## config.mk

```make
export PLATFORM = sky130hd
export DESIGN_NAME = rst_debounce
export DESIGN_NICKNAME = d
export VERILOG_FILES = /design/src/rtl/mu0_rst_pkg.sv /design/src/rtl/btn_sync.sv /design/src/rtl/rst_debounce.sv
export SDC_FILE = /design/constraint.sdc
export NUM_CORES = 1
export LEC_CHECK = 0
export CAP_MARGIN = 30
export CORE_MARGIN = 2
export CORE_UTILIZATION = 45
export CTS_CLUSTER_SIZE = 16
export DETAILED_ROUTE_END_ITERATION = 6
export HOLD_SLACK_MARGIN = 0.12
export PLACE_DENSITY = 0.67
export RECOVER_POWER = 50
export REMOVE_ABC_BUFFERS = 1
export SLEW_MARGIN = 0
export SYNTH_ARGS = -nofsm -noshare
export SYNTH_HDL_FRONTEND = slang
export SYNTH_SLANG_ARGS = --single-unit
```

## constraint.sdc

```tcl
create_clock -name clk -period 2.45 [get_ports clk]
set_input_delay 0.49 -clock clk [delete_from_list [all_inputs] [get_ports clk]]
set_output_delay 0.49 -clock clk [all_outputs]
set_load 0.02 [all_outputs]
```

## src/rtl/mu0_rst_pkg.sv

```systemverilog
// mu0 reset generator shared definitions.
// State encoding and default timing parameters.
package mu0_rst_pkg;

  localparam int DB_MAX_DEF = 50000;
  localparam int HOLD_DEF   = 16;
  localparam int CNT_W_DEF  = 16;

  localparam logic [2:0] S_POR      = 3'd0;
  localparam logic [2:0] S_IDLE     = 3'd1;
  localparam logic [2:0] S_DEBOUNCE = 3'd2;
  localparam logic [2:0] S_ASSERT   = 3'd3;
  localparam logic [2:0] S_WAIT_REL = 3'd4;

  typedef enum logic [2:0] {
    ST_POR      = S_POR,
    ST_IDLE     = S_IDLE,
    ST_DEBOUNCE = S_DEBOUNCE,
    ST_ASSERT   = S_ASSERT,
    ST_WAIT_REL = S_WAIT_REL
  } state_t;

  function automatic logic is_rst(
    input state_t s
  );
    return (s == ST_POR) || (s == ST_ASSERT);
  endfunction

endpackage

```

## src/rtl/btn_sync.sv

```systemverilog
// Two-flop synchronizer for the raw button.
// Both flops clear on board reset.
module btn_sync (
  input  logic clk,
  input  logic reset_n,
  input  logic d,
  output logic q
);

  logic meta;

  // shift the async input through two flops
  always_ff @(posedge clk or negedge reset_n) begin
    if (!reset_n) begin
      meta <= 1'b0;
      q    <= 1'b0;
    end else begin
      meta <= d;
      q    <= meta;
    end
  end

endmodule

```

## src/rtl/rst_debounce.sv

```systemverilog
// Pushbutton debouncer and reset request generator.
// Issues a HOLD-cycle reset pulse at power-on and per press.
module rst_debounce
  import mu0_rst_pkg::*;
#(
  parameter int DB_MAX = DB_MAX_DEF,
  parameter int HOLD   = HOLD_DEF,
  parameter int CNT_W  = CNT_W_DEF
) (
  input  logic clk,
  input  logic reset_n,
  input  logic btn,
  output logic reset_req,
  output logic btn_db
);

  localparam logic [CNT_W-1:0] DB_LAST =
    CNT_W'(DB_MAX - 1);
  localparam logic [CNT_W-1:0] HOLD_LAST =
    CNT_W'(HOLD - 1);
  localparam logic [CNT_W-1:0] ONE =
    CNT_W'(1);

  state_t           state;
  state_t           nxt;
  logic [CNT_W-1:0] cnt;
  logic [CNT_W-1:0] cnt_n;
  logic             db_n;
  logic             btn_s;

  btn_sync u_sync (
    .clk     (clk),
    .reset_n (reset_n),
    .d       (btn),
    .q       (btn_s)
  );

  // state, counter and registered outputs
  always_ff @(posedge clk or negedge reset_n) begin
    if (!reset_n) begin
      state     <= ST_POR;
      cnt       <= '0;
      btn_db    <= 1'b0;
      reset_req <= 1'b1;
    end else begin
      state     <= nxt;
      cnt       <= cnt_n;
      btn_db    <= db_n;
      reset_req <= is_rst(nxt);
    end
  end

  // next-state, counter and debounced level decode
  always_comb begin
    nxt   = state;
    cnt_n = cnt;
    db_n  = btn_db;
    unique case (state)
      ST_POR: begin
        if (cnt == HOLD_LAST) begin
          nxt   = ST_IDLE;
          cnt_n = '0;
        end else begin
          cnt_n = cnt + ONE;
        end
      end
      ST_IDLE: begin
        cnt_n = '0;
        if (btn_s) begin
          nxt = ST_DEBOUNCE;
        end
      end
      ST_DEBOUNCE: begin
        if (!btn_s) begin
          nxt   = ST_IDLE;
          cnt_n = '0;
        end else if (cnt == DB_LAST) begin
          nxt   = ST_ASSERT;
          cnt_n = '0;
          db_n  = 1'b1;
        end else begin
          cnt_n = cnt + ONE;
        end
      end
      ST_ASSERT: begin
        if (cnt == HOLD_LAST) begin
          nxt   = ST_WAIT_REL;
          cnt_n = '0;
        end else begin
          cnt_n = cnt + ONE;
        end
      end
      ST_WAIT_REL: begin
        if (btn_s) begin
          cnt_n = '0;
        end else if (cnt == DB_LAST) begin
          nxt   = ST_IDLE;
          cnt_n = '0;
          db_n  = 1'b0;
        end else begin
          cnt_n = cnt + ONE;
        end
      end
      default: begin
        nxt   = ST_POR;
        cnt_n = '0;
        db_n  = 1'b0;
      end
    endcase
  end

endmodule

```

==> run summary <==
register area -> 576.8 um2
pwr dens -> 759.6 nW/um2
IO buf count -> 4
Global Route Usage Sum -> 16.54%
Die W -> 55.72 um
cell count after synthesis -> 129
WS Path Type -> reg2out
Post-CTS Hold Fix Bufs -> 0
crit-path cells -> clkdlybuf4s50_1
final count of pins violating max slew -> 0
final instance area -> 1297 um2
Setup TNS -> 0 ns
Seq/Total Area, Yosys -> 47.92%
synthesized area -> 1204 um2
vias in the first global route -> 938
Nets -> 140
met1 WL -> 1002 um
Die H -> 55.72 um
slowest stage delay, CP -> 0.59 ns
Synth Flop Type -> dfrtp_1
VDD IR-drop max -> 534.1 uV
Syn. warnings -> 0
CP top delay family -> buffers and inverters
Hold Path Origin -> u_sync.meta$_DFF_PN0_
r2r setup slk -> 0.53 ns
drt initial violations -> 25
Critical Path Start Type -> register
crit path max fanout -> 1
Compound-Gate Fraction of Synth Area -> 11.43%
via count -> 938
# rows -> 18
Post-Synth XOR/XNOR Area -> 10.91%
asr flop ratio synth -> 100.0%
n_diodes -> 0
Clk network pwr share -> 18.0%
Max Clk Rate -> 515.7 MHz
Sw Share -> 34.74%
adder-cell share of the synthesized area -> 1.040%
clk sink count -> 23
synthesis-to-layout area growth -> 7.796%
die area -> 3105 um2
Yosys reg bits -> 23
Seq pwr share -> 51.2%
CTS Root Cell -> clkbuf_4
CTS resizes -> 0
CP max-delay cell -> clkdlybuf4s50_1
Cell variety after synth -> 36
Fin. Hold Viols -> 0
I/O Pins -> 5
Routed Antenna Nets -> 0
Static Leak -> 0.5299 nW
Initial Util -> 48.15%
Initial DRT Pass Iterations -> 4
Syn Area/Cell -> 9.331 um2
final setup vio count -> 0
mux contribution to synthesized area -> 0%
Comb power frac -> 30.8%
Setup Buffers After CTS -> 0
hold crit path type -> reg2reg
Synth area leader -> dfrtp_1
fill cell count -> 237
Critical Path End Type -> primary output
cell internal pwr -> 643.2 uW
FF-to-FF path depth -> 6
Core ar. -> 2500 um2
Skew-Pair Late Insertion Delay -> 0.31 ns
worst slew pin tran -> 0.6284 ns
relative slew slack -> 57.97%
Synth Area in Simple Gates -> 24.74%
skew final -> 0.001413 ns
Final min period -> 1.939 ns
post-synth top area share -> 45.74%
CP bufs+invs -> 1
H-tree depth -> 1
CTS clk-pin slew, worst paths -> 0.12 ns
global-route wire length before repair -> 4091 um
Highest Signal Layer -> met4
ratio of cells with drive above 1 in the final layout -> 5.185%
GPL Wtd Cong -> 0.8037
largest cells by area after synthesis -> dfrtp_1, nor2_1, xnor2_1
most common cell in the netlist -> nor2_1
initial antenna violation count -> 0
Post-synth EDFFs -> 0
Max clock buf depth -> 2
largest net degree at the start of global routing -> 15
hold depth -> 0
routed wire length -> 2232 um
max cap viols -> 0
critical path required time -> 1.96 ns
Crit path arrival time -> 1.45 ns
status -> completed
drt drc -> 0
area post-placement -> 1275 um2
area of the multi-input gates -> 579.3 um2
Post-DP HPWL -> 1685 um
RSZ-0062 raised after global routing -> no
reg-to-reg critical path startpoint -> cnt[0]$_DFF_PN0_
FF-to-FF End -> cnt[8]$_DFF_PN0_
WL met2 -> 1088 um
Psw -> 342.4 uW
part of the cycle the worst path needs -> 79.15%
Vias/cell -> 5.685
largest family of logic cells by synthesized area -> simple AND/OR/NAND/NOR gates
hold worst-path end -> u_sync.q$_DFF_PN0_
CTS tree -> built
total congestion overflow -> 0
met3 routed WL -> 103 um
top post-synthesis cells by count -> nor2_1, dfrtp_1, nand2_1
DR WL/cell -> 13.53 um
TritonCTS Buffers -> 3
## stage by stage
| stage | setup WS [ns] | util (%) | hold slack (ns) | instances | power (mW) |
|---|---|---|---|---|---|
| finish | 0.5107 | 51.90 | 0.3750 | 165 | 0.9856 |
| CTS | 0.4911 | 52.05 | 0.3770 | 165 | 0.9968 |
| floorplan | 0.6313 | - | 0.1944 | 124 | 0.7048 |
| global placement | 0.5745 | 51.00 | 0.3376 | 161 | 0.8071 |
| detailed placement | 0.5246 | 51.00 | 0.3482 | 161 | 0.8204 |
| global route | 0.3401 | 51.90 | 0.3799 | 165 | 1.057 |
## worst register-to-register path, cell delays in order (launching register included)
cell and delay, ns:
dfrtp_1 0.42, ha_1 0.19, and3_1 0.27, nand4b_1 0.32, a221oi_4 0.37, buf_4 0.20, nor2_1 0.06
## metal layers
layer / global-route usage [%] / vias to the layer above
met4: 6.969 / 0
met1: 20.86 / 443
li1: - / 462
met5: 0 / -
met2: 27.89 / 28
met3: 2.791 / 5
## cell families (layout without fill, tap and decap cells)
family                   Yosys count  after routing
AND/OR/NAND/NOR                   62             62
flip-flops                        23             23
AO/OA/AOI/OAI                     18             18
XOR/XNOR                          15             15
buffers and inverters             10             16
adder cells (fa/ha/maj)            1              1
## cell usage in the layout (no fill, tap or decap), types with 2 or more instances in the layout
cell type | netlist | final
a21oi_1 | 4 | 4
and3_1 | 2 | 2
and4_1 | 2 | 2
buf_4 | 0 | 2
clkbuf_1 | 2 | 2
clkbuf_4 | 0 | 3
clkdlybuf4s50_1 | 0 | 2
dfrtp_1 | 22 | 22
dlygate4sd3_1 | 0 | 2
inv_1 | 5 | 5
nand2_1 | 11 | 11
nand3_1 | 6 | 6
nand4_1 | 3 | 3
nor2_1 | 23 | 23
nor3_1 | 6 | 6
nor4_1 | 2 | 2
o21ai_0 | 4 | 4
xnor2_1 | 8 | 8
xor2_1 | 7 | 7
## power by group through the flow
stage / logic [mW] / registers (mW) / clock network [mW]
after global placement: 0.298 / 0.509 / 0
after CTS: 0.308 / 0.506 / 0.182
after detailed placement: 0.306 / 0.514 / 0
after floorplan: 0.200 / 0.505 / 0
final: 0.304 / 0.505 / 0.177
after global routing: 0.345 / 0.514 / 0.197
## state kept, by name (all words and copies together), names as in the netlist
name	cells
btn_db	1
cnt	16
reset_req	1
state	3
u_sync.meta	1
u_sync.q	1
## worst max path at each step
stage	slack, ns	end	start	cells after the start
CTS	0.49	reset_req	reset_req$_DFF_PN1_	1
finish	0.51	reset_req	reset_req$_DFF_PN1_	1
global route	0.34	cnt[3]$_DFF_PN0_	cnt[0]$_DFF_PN0_	6
global placement	0.57	cnt[10]$_DFF_PN0_	cnt[0]$_DFF_PN0_	6
floorplan	0.63	cnt[10]$_DFF_PN0_	cnt[6]$_DFF_PN0_	5
detailed placement	0.52	cnt[0]$_DFF_PN0_	cnt[0]$_DFF_PN0_	6
## area by class of cell
type	instances	share of cell area, %
inverters	5	1.446
well taps	30	2.893
clock buffers	4	2.025
multi-input cells	96	44.65
repair buffers	7	4.532
flip-flops and latches	23	44.46
No activity file was read; power rests on OpenSTA's default activity.
